### config.mk
export PLATFORM = sky130hd
export DESIGN_NAME = pes_pipedivider
export DESIGN_NICKNAME = d
export VERILOG_FILES = /design/src/rtl/pes_pipedivider.sv
export SDC_FILE = /design/constraint.sdc
export NUM_CORES = 1
export LEC_CHECK = 0
export ABC_CLOCK_PERIOD_IN_PS = 3100
export CORE_MARGIN = 3
export CORE_UTILIZATION = 25
export CTS_BUF_LIST = sky130_fd_sc_hd__clkbuf_8 sky130_fd_sc_hd__clkbuf_16
export CTS_CLUSTER_DIAMETER = 30
export DETAILED_ROUTE_END_ITERATION = 7
export GPL_ROUTABILITY_DRIVEN = 0
export GPL_TIMING_DRIVEN = 1
export PLACE_DENSITY = 0.45
export SETUP_SLACK_MARGIN = 0.05
export SLEW_MARGIN = 10
export SYNTH_ARGS = -nofsm -noshare
export SYNTH_HDL_FRONTEND = slang
export SYNTH_SLANG_ARGS = --single-unit
### constraint.sdc
create_clock -name clk -period 3.1 [get_ports clk]
set_clock_uncertainty 0.1 [all_clocks]
set_input_delay 0.62 -clock clk [delete_from_list [all_inputs] [get_ports clk]]
set_output_delay 0.62 -clock clk [all_outputs]
set_load 0.01 [all_outputs]
### src/rtl/pes_pipedivider.sv
// Iterative IEEE-754 single-precision divider F = A / B, restoring division, one quotient bit per cycle.
// Define PES_PIPEDIVIDER_ROUND_EN for round-to-nearest-even; default build truncates toward zero.
module pes_pipedivider #(
  parameter int QBITS = 26,
  parameter int BIAS  = 127
) (
  input  logic        clk,
  input  logic        rst,
  input  logic        in_valid,
  output logic        in_ready,
  input  logic [31:0] A,
  input  logic [31:0] B,
  output logic        out_valid,
  input  logic        out_ready,
  output logic [31:0] F,
  output logic        div_by_zero
);
  // state | meaning
  // IDLE  | waiting for an operand pair
  // DIV   | one restoring quotient step per cycle
  // NORM  | normalise quotient, form F (or take the special result)
  // HOLD  | result presented until out_ready
  typedef enum logic [1:0] {IDLE, DIV, NORM, HOLD} state_t;

  localparam int CW = $clog2(QBITS);

  state_t            state, state_nx;
  logic [CW-1:0]     cnt;
  logic [24:0]       rem;
  logic [23:0]       dvs;
  logic [QBITS-1:0]  q;
  logic              sgn;
  logic signed [9:0] exp_base;
  logic              special;
  logic [31:0]       spec_f;
  logic              spec_dbz;

  logic        a_zero, a_inf, a_nan, b_zero, b_inf, b_nan;
  logic        in_sgn, in_special, in_dbz;
  logic [31:0] in_f;

  // Subnormals have exponent 0 and are flushed to zero by the zero test.
  assign a_zero = (A[30:23] == 8'h00);
  assign b_zero = (B[30:23] == 8'h00);
  assign a_inf  = (A[30:23] == 8'hFF) && (A[22:0] == 23'h0);
  assign b_inf  = (B[30:23] == 8'hFF) && (B[22:0] == 23'h0);
  assign a_nan  = (A[30:23] == 8'hFF) && (A[22:0] != 23'h0);
  assign b_nan  = (B[30:23] == 8'hFF) && (B[22:0] != 23'h0);
  assign in_sgn = A[31] ^ B[31];

  always_comb begin
    in_special = 1'b1;
    in_dbz     = 1'b0;
    in_f       = {in_sgn, 31'h0};
    if (a_nan || b_nan)                          in_f = 32'h7FC00000;
    else if ((a_zero && b_zero) || (a_inf && b_inf)) in_f = 32'h7FC00000;
    else if (a_inf)                              in_f = {in_sgn, 8'hFF, 23'h0};
    else if (b_inf)                              in_f = {in_sgn, 31'h0};
    else if (a_zero)                             in_f = {in_sgn, 31'h0};
    else if (b_zero) begin
      in_f   = {in_sgn, 8'hFF, 23'h0};
      in_dbz = 1'b1;
    end
    else in_special = 1'b0;
  end

  always_comb begin
    state_nx = state;
    case (state)
      IDLE: if (in_valid) state_nx = in_special ? NORM : DIV;
      DIV:  if (cnt == CW'(QBITS-1)) state_nx = NORM;
      NORM: state_nx = HOLD;
      HOLD: if (out_valid && out_ready) state_nx = IDLE;
      default: state_nx = IDLE;
    endcase
  end

  assign in_ready = (state == IDLE);

  logic        ge;
  logic [24:0] rem_sub;
  assign ge      = (rem >= {1'b0, dvs});
  assign rem_sub = ge ? (rem - {1'b0, dvs}) : rem;

  logic signed [9:0] e_n;
  logic [22:0]       frac;
  logic [31:0]       norm_f;
`ifdef PES_PIPEDIVIDER_ROUND_EN
  logic [QBITS-1:0] qn;
  logic             guard, sticky, carry;
  logic [22:0]      frac_t;
`endif

  always_comb begin
    e_n  = exp_base - (q[QBITS-1] ? 10'sd0 : 10'sd1);
    frac = q[QBITS-1] ? q[QBITS-2 -: 23] : q[QBITS-3 -: 23];
`ifdef PES_PIPEDIVIDER_ROUND_EN
    qn     = q[QBITS-1] ? q : {q[QBITS-2:0], 1'b0};
    guard  = qn[QBITS-25];
    sticky = (|qn[QBITS-26:0]) || (|rem);
    frac_t = frac;
    {carry, frac} = {1'b0, frac_t} + {23'h0, guard && (sticky || frac_t[0])};
    if (carry) e_n = e_n + 10'sd1;
`endif
    if (e_n >= 10'sd255)    norm_f = {sgn, 8'hFF, 23'h0};
    else if (e_n <= 10'sd0) norm_f = {sgn, 31'h0};
    else                    norm_f = {sgn, e_n[7:0], frac};
  end

  always_ff @(posedge clk) begin
    if (rst) begin
      state       <= IDLE;
      cnt         <= '0;
      rem         <= '0;
      dvs         <= '0;
      q           <= '0;
      sgn         <= 1'b0;
      exp_base    <= '0;
      special     <= 1'b0;
      spec_f      <= '0;
      spec_dbz    <= 1'b0;
      out_valid   <= 1'b0;
      F           <= '0;
      div_by_zero <= 1'b0;
    end else begin
      state <= state_nx;
      case (state)
        IDLE: if (in_valid) begin
          sgn      <= in_sgn;
          exp_base <= $signed({2'b00, A[30:23]}) - $signed({2'b00, B[30:23]}) + 10'(BIAS);
          special  <= in_special;
          spec_f   <= in_f;
          spec_dbz <= in_dbz;
          rem      <= {2'b01, A[22:0]};
          dvs      <= {1'b1, B[22:0]};
          q        <= '0;
          cnt      <= '0;
        end
        DIV: begin
          rem <= {rem_sub[23:0], 1'b0};
          q   <= {q[QBITS-2:0], ge};
          cnt <= cnt + 1'b1;
        end
        NORM: begin
          F           <= special ? spec_f : norm_f;
          div_by_zero <= special && spec_dbz;
        end
        // out_valid is registered, so it rises one cycle after HOLD is entered.
        HOLD: out_valid <= !(out_valid && out_ready);
        default: ;
      endcase
    end
  end
endmodule

==> metrics.yaml <==
worst_setup_path:
  cp.depth: 11
  critPathArrivalTime_ns: 3.09
  r2r_end: "rem[19]"
  cp_cell_sequence: "inv_1, ha_1, fa_2, nor2b_2, o31a_1, o21a_1, o211ai_1, a21o_1, and3_1, o31a_1, a2111oi_2"
  cp_max_fo: 4
  critical-path-slowest-cell: "fa_2"
  critPathMaxStageDelay_ns: 0.36
  endpoint_kind: "flop"
  crit_start: "rem[0]"
  rr_worst_depth: 11
  cp_data_required_time_ns: 3.32
  critPathLaunchType: "flop"
  reg2reg_from: "rem[0]"
  cp-endpoint: "rem[19]"
  worstPathBufferInverterCount: 1
  worst-setup-path-type: "flop to flop"
  r2r_slack_ns: 0.24
  cp_common_cell: "o31a_1"
  critPathTopFamily: "compound AO/OA/AOI/OAI gates"
sta:
  timing.final.hold_violations: 0
  worst_pin_slew_ns: 0.615
  final.setup.tns_ns: 0
  finalCritPeriodShare: 0.923
  slew_violations: 0
  rsz0062_at_grt: "true"
  fmax_mhz: 349
  setup_viol: 0
  fin_crit_ns: 2.86
  relSlewSlack: 0.590
die:
  initial_utilization: 0.255
  ios: 103
  rows: 64
  fp.coreArea_um2: 30700
  dieArea_um2: 33500
  die_h_um: 183
  die_w_um: 183
synth:
  avgSynthCellArea_um2: 7.89
  ys_warn_count: 0
  yosysTopAreaCell: "dfxtp_1"
  yosysUniqueCellTypes: 71
  synth_nets: 1103
  synth_common_cells: "dfxtp_1 (132), nand2_1 (108), a21oi_1 (100)"
  yosys.cell_count.top_type: "dfxtp_1"
  synth_ff_type: "dfxtp_1"
  synthTopCellsByArea: "dfxtp_1 (34%), ha_1 (6.6%), a21oi_1 (6.4%), nand2_1 (5.2%), nor2_1 (4.3%)"
  synth-edff-count: 0
  ys_ff_latch: 132
  synth-seq-area-share: 0.338
  async_flop_share: 0
  synth_top_cell_area_share: 0.338
  syn_area_um2: 7830
  syn_inst: 992
drt:
  met1Wirelength_mm: 12.2
  highest_layer: "met5"
  vias_per_cell: 4.97
  drcViolationCount: 0
  drt_wl_total_mm: 24.7
  wl_per_cell_um: 16.4
  met3_wirelength_um: 724
  first_pass_iters: 5
  routed-via-count: 7514
  drt.antenna.violating_nets: 0
  dr_wl_met2_mm: 11.3
  drt_iter0_drc: 397
final_layout:
  multi_input_area_um2: 4730
  drive_gt1_frac: 0.125
  instances_no_fill: 1512
  antennaDiodeCount: 0
  fin_nets: 1214
  fin_util: 0.329
  fill_cells: 3341
  final-seq-area_um2: 2640
  syn_to_final_growth_pct: 29.1
clock_tree:
  cts_max_path_buffers: 2
  postCtsHoldBufs: 0
  clock_latency_ns: 0.43
  cts_buffers: 17
  clkTransAtPathRegs_ns: 0.06
  cts_sinks: 132
  htree_levels: 4
  tritoncts: "done"
  cts_root_buf: "clkbuf_16"
power_and_ir_drop:
  cellPowerDensity_nw_per_um2: 1050
  p_leak_nw: 3.78
  vdd_ir_drop_max_uv: 484
  power_mw: 10.6
run:
  drv_cap: 0
hold_path:
  hp-class: "flop to flop"
  worstHoldStart: "dvs[6]"
grt:
  grt_max_degree: 56
  grt_pass1_wl_mm: 40.0
  grt.total_usage: 0.149
  grt_pass1_vias: 7310
  antenna_found_initial: 1
  grt_overflow: 0
outcome:
  status: "finished clean"
placement:
  dp.cells: 1478
  dpl.hpwl_mm: 18.4
  numPortBuffers: 102
[layout by cell type, fill, tap and decap left out, types with 6 or more instances in the layout]
master           netlist  final
ha_1                  41     39
nand2_1              108    108
dfxtp_1              132    132
o32ai_1                7      7
clkbuf_16              0     17
mux2_2                23     23
nor3_1                29     29
xor2_1                18     18
a31oi_1               11     11
a211oi_1              22     21
nand4_1               11     11
and3_1                 6      6
o31ai_1                6      6
o211ai_1              16     16
a21oi_1              100     98
xnor2_1               19     19
nor2_1                90     88
o21a_1                 8      8
o21ai_0               26     26
nor4_1                12     12
nand3_1               46     46
clkdlybuf4s50_1        0    101
inv_1                 60     60
buf_4                  5     53
a22oi_1               28     28
a21o_1                16     16
[through the flow]
step	instance area (um2)	worst slack, ns	hold WS, ns
2_1_floorplan	7830	0.107	0.333
3_3_place_gp	9480	-0.343	0.343
3_5_place_dp	9480	-0.346	0.349
4_1_cts	10100	0.112	0.358
5_1_grt	10100	0.0116	0.371
6_report	10100	0.239	0.355
[metal layers]
metal	GRT usage	vias to the layer above
li1	-	3806
met1	0.210	3539
met2	0.236	138
met3	0.0218	29
met4	0.0463	2
met5	0	-
[worst min path at each step]
stage | end | slack [ns] | cells past startpoint
floorplan | spec_dbz | 0.33 | 2
global placement | dvs[17] | 0.34 | 2
finish | dvs[6] | 0.36 | 2
CTS | dvs[8] | 0.36 | 2
global route | dvs[8] | 0.37 | 2
detailed placement | dvs[8] | 0.35 | 2
[what timing repair did]
action / CTS / global route
setup buffers: 0 / 2
gates resized for setup: 0 / 9
endpoints found under the setup margin: 0 / 22
[state kept, by name, summed over array words and instances, names as in the netlist]
signal,flops
rem,25
spec_f,3
special,1
F,32
sgn,1
cnt,5
exp_base,10
q,26
div_by_zero,1
dvs,24
out_valid,1
spec_dbz,1
state,2
[where the power goes]
group	internal [mW]	leakage, nW	total, mW	switching [mW]
logic	2.64	2.42	6.31	3.66
clock network	1.09	0.284	1.98	0.893
registers	2.02	1.08	2.31	0.293
total	5.75	3.78	10.6	4.85
[cell type report]
type                       count  area share
inverter                      62      0.0230
clock buffer                  18      0.0435
clock inverter                14      0.0140
multi-input combinational    735       0.468
sequential                   132       0.262
timing repair buffer         155       0.141
tap                          396      0.0490
[worst register-to-register path: cells and delay by family (launching register included)]
| family | cells | cell delay [ns] |
|---|---|---|
| AO/OA/AOI/OAI | 6 | 1.37 |
| adder cells (fa/ha/maj) | 2 | 0.58 |
| buffers and inverters | 1 | 0.05 |
| flip-flops | 1 | 0.35 |
| AND/OR/NAND/NOR | 2 | 0.31 |
[cell families (layout without fill, tap and decap cells)]
group                    Yosys count  count (layout)  synth area share
flip-flops                       132             132             0.338
AND/OR/NAND/NOR                  341             341             0.202
buffers and inverters            125             249            0.0641
multiplexers                      27              27            0.0382
AO/OA/AOI/OAI                    287             287             0.246
XOR/XNOR                          37              37            0.0414
adder cells (fa/ha/maj)           43              43            0.0706
No activity file was read; power rests on OpenSTA's default activity.
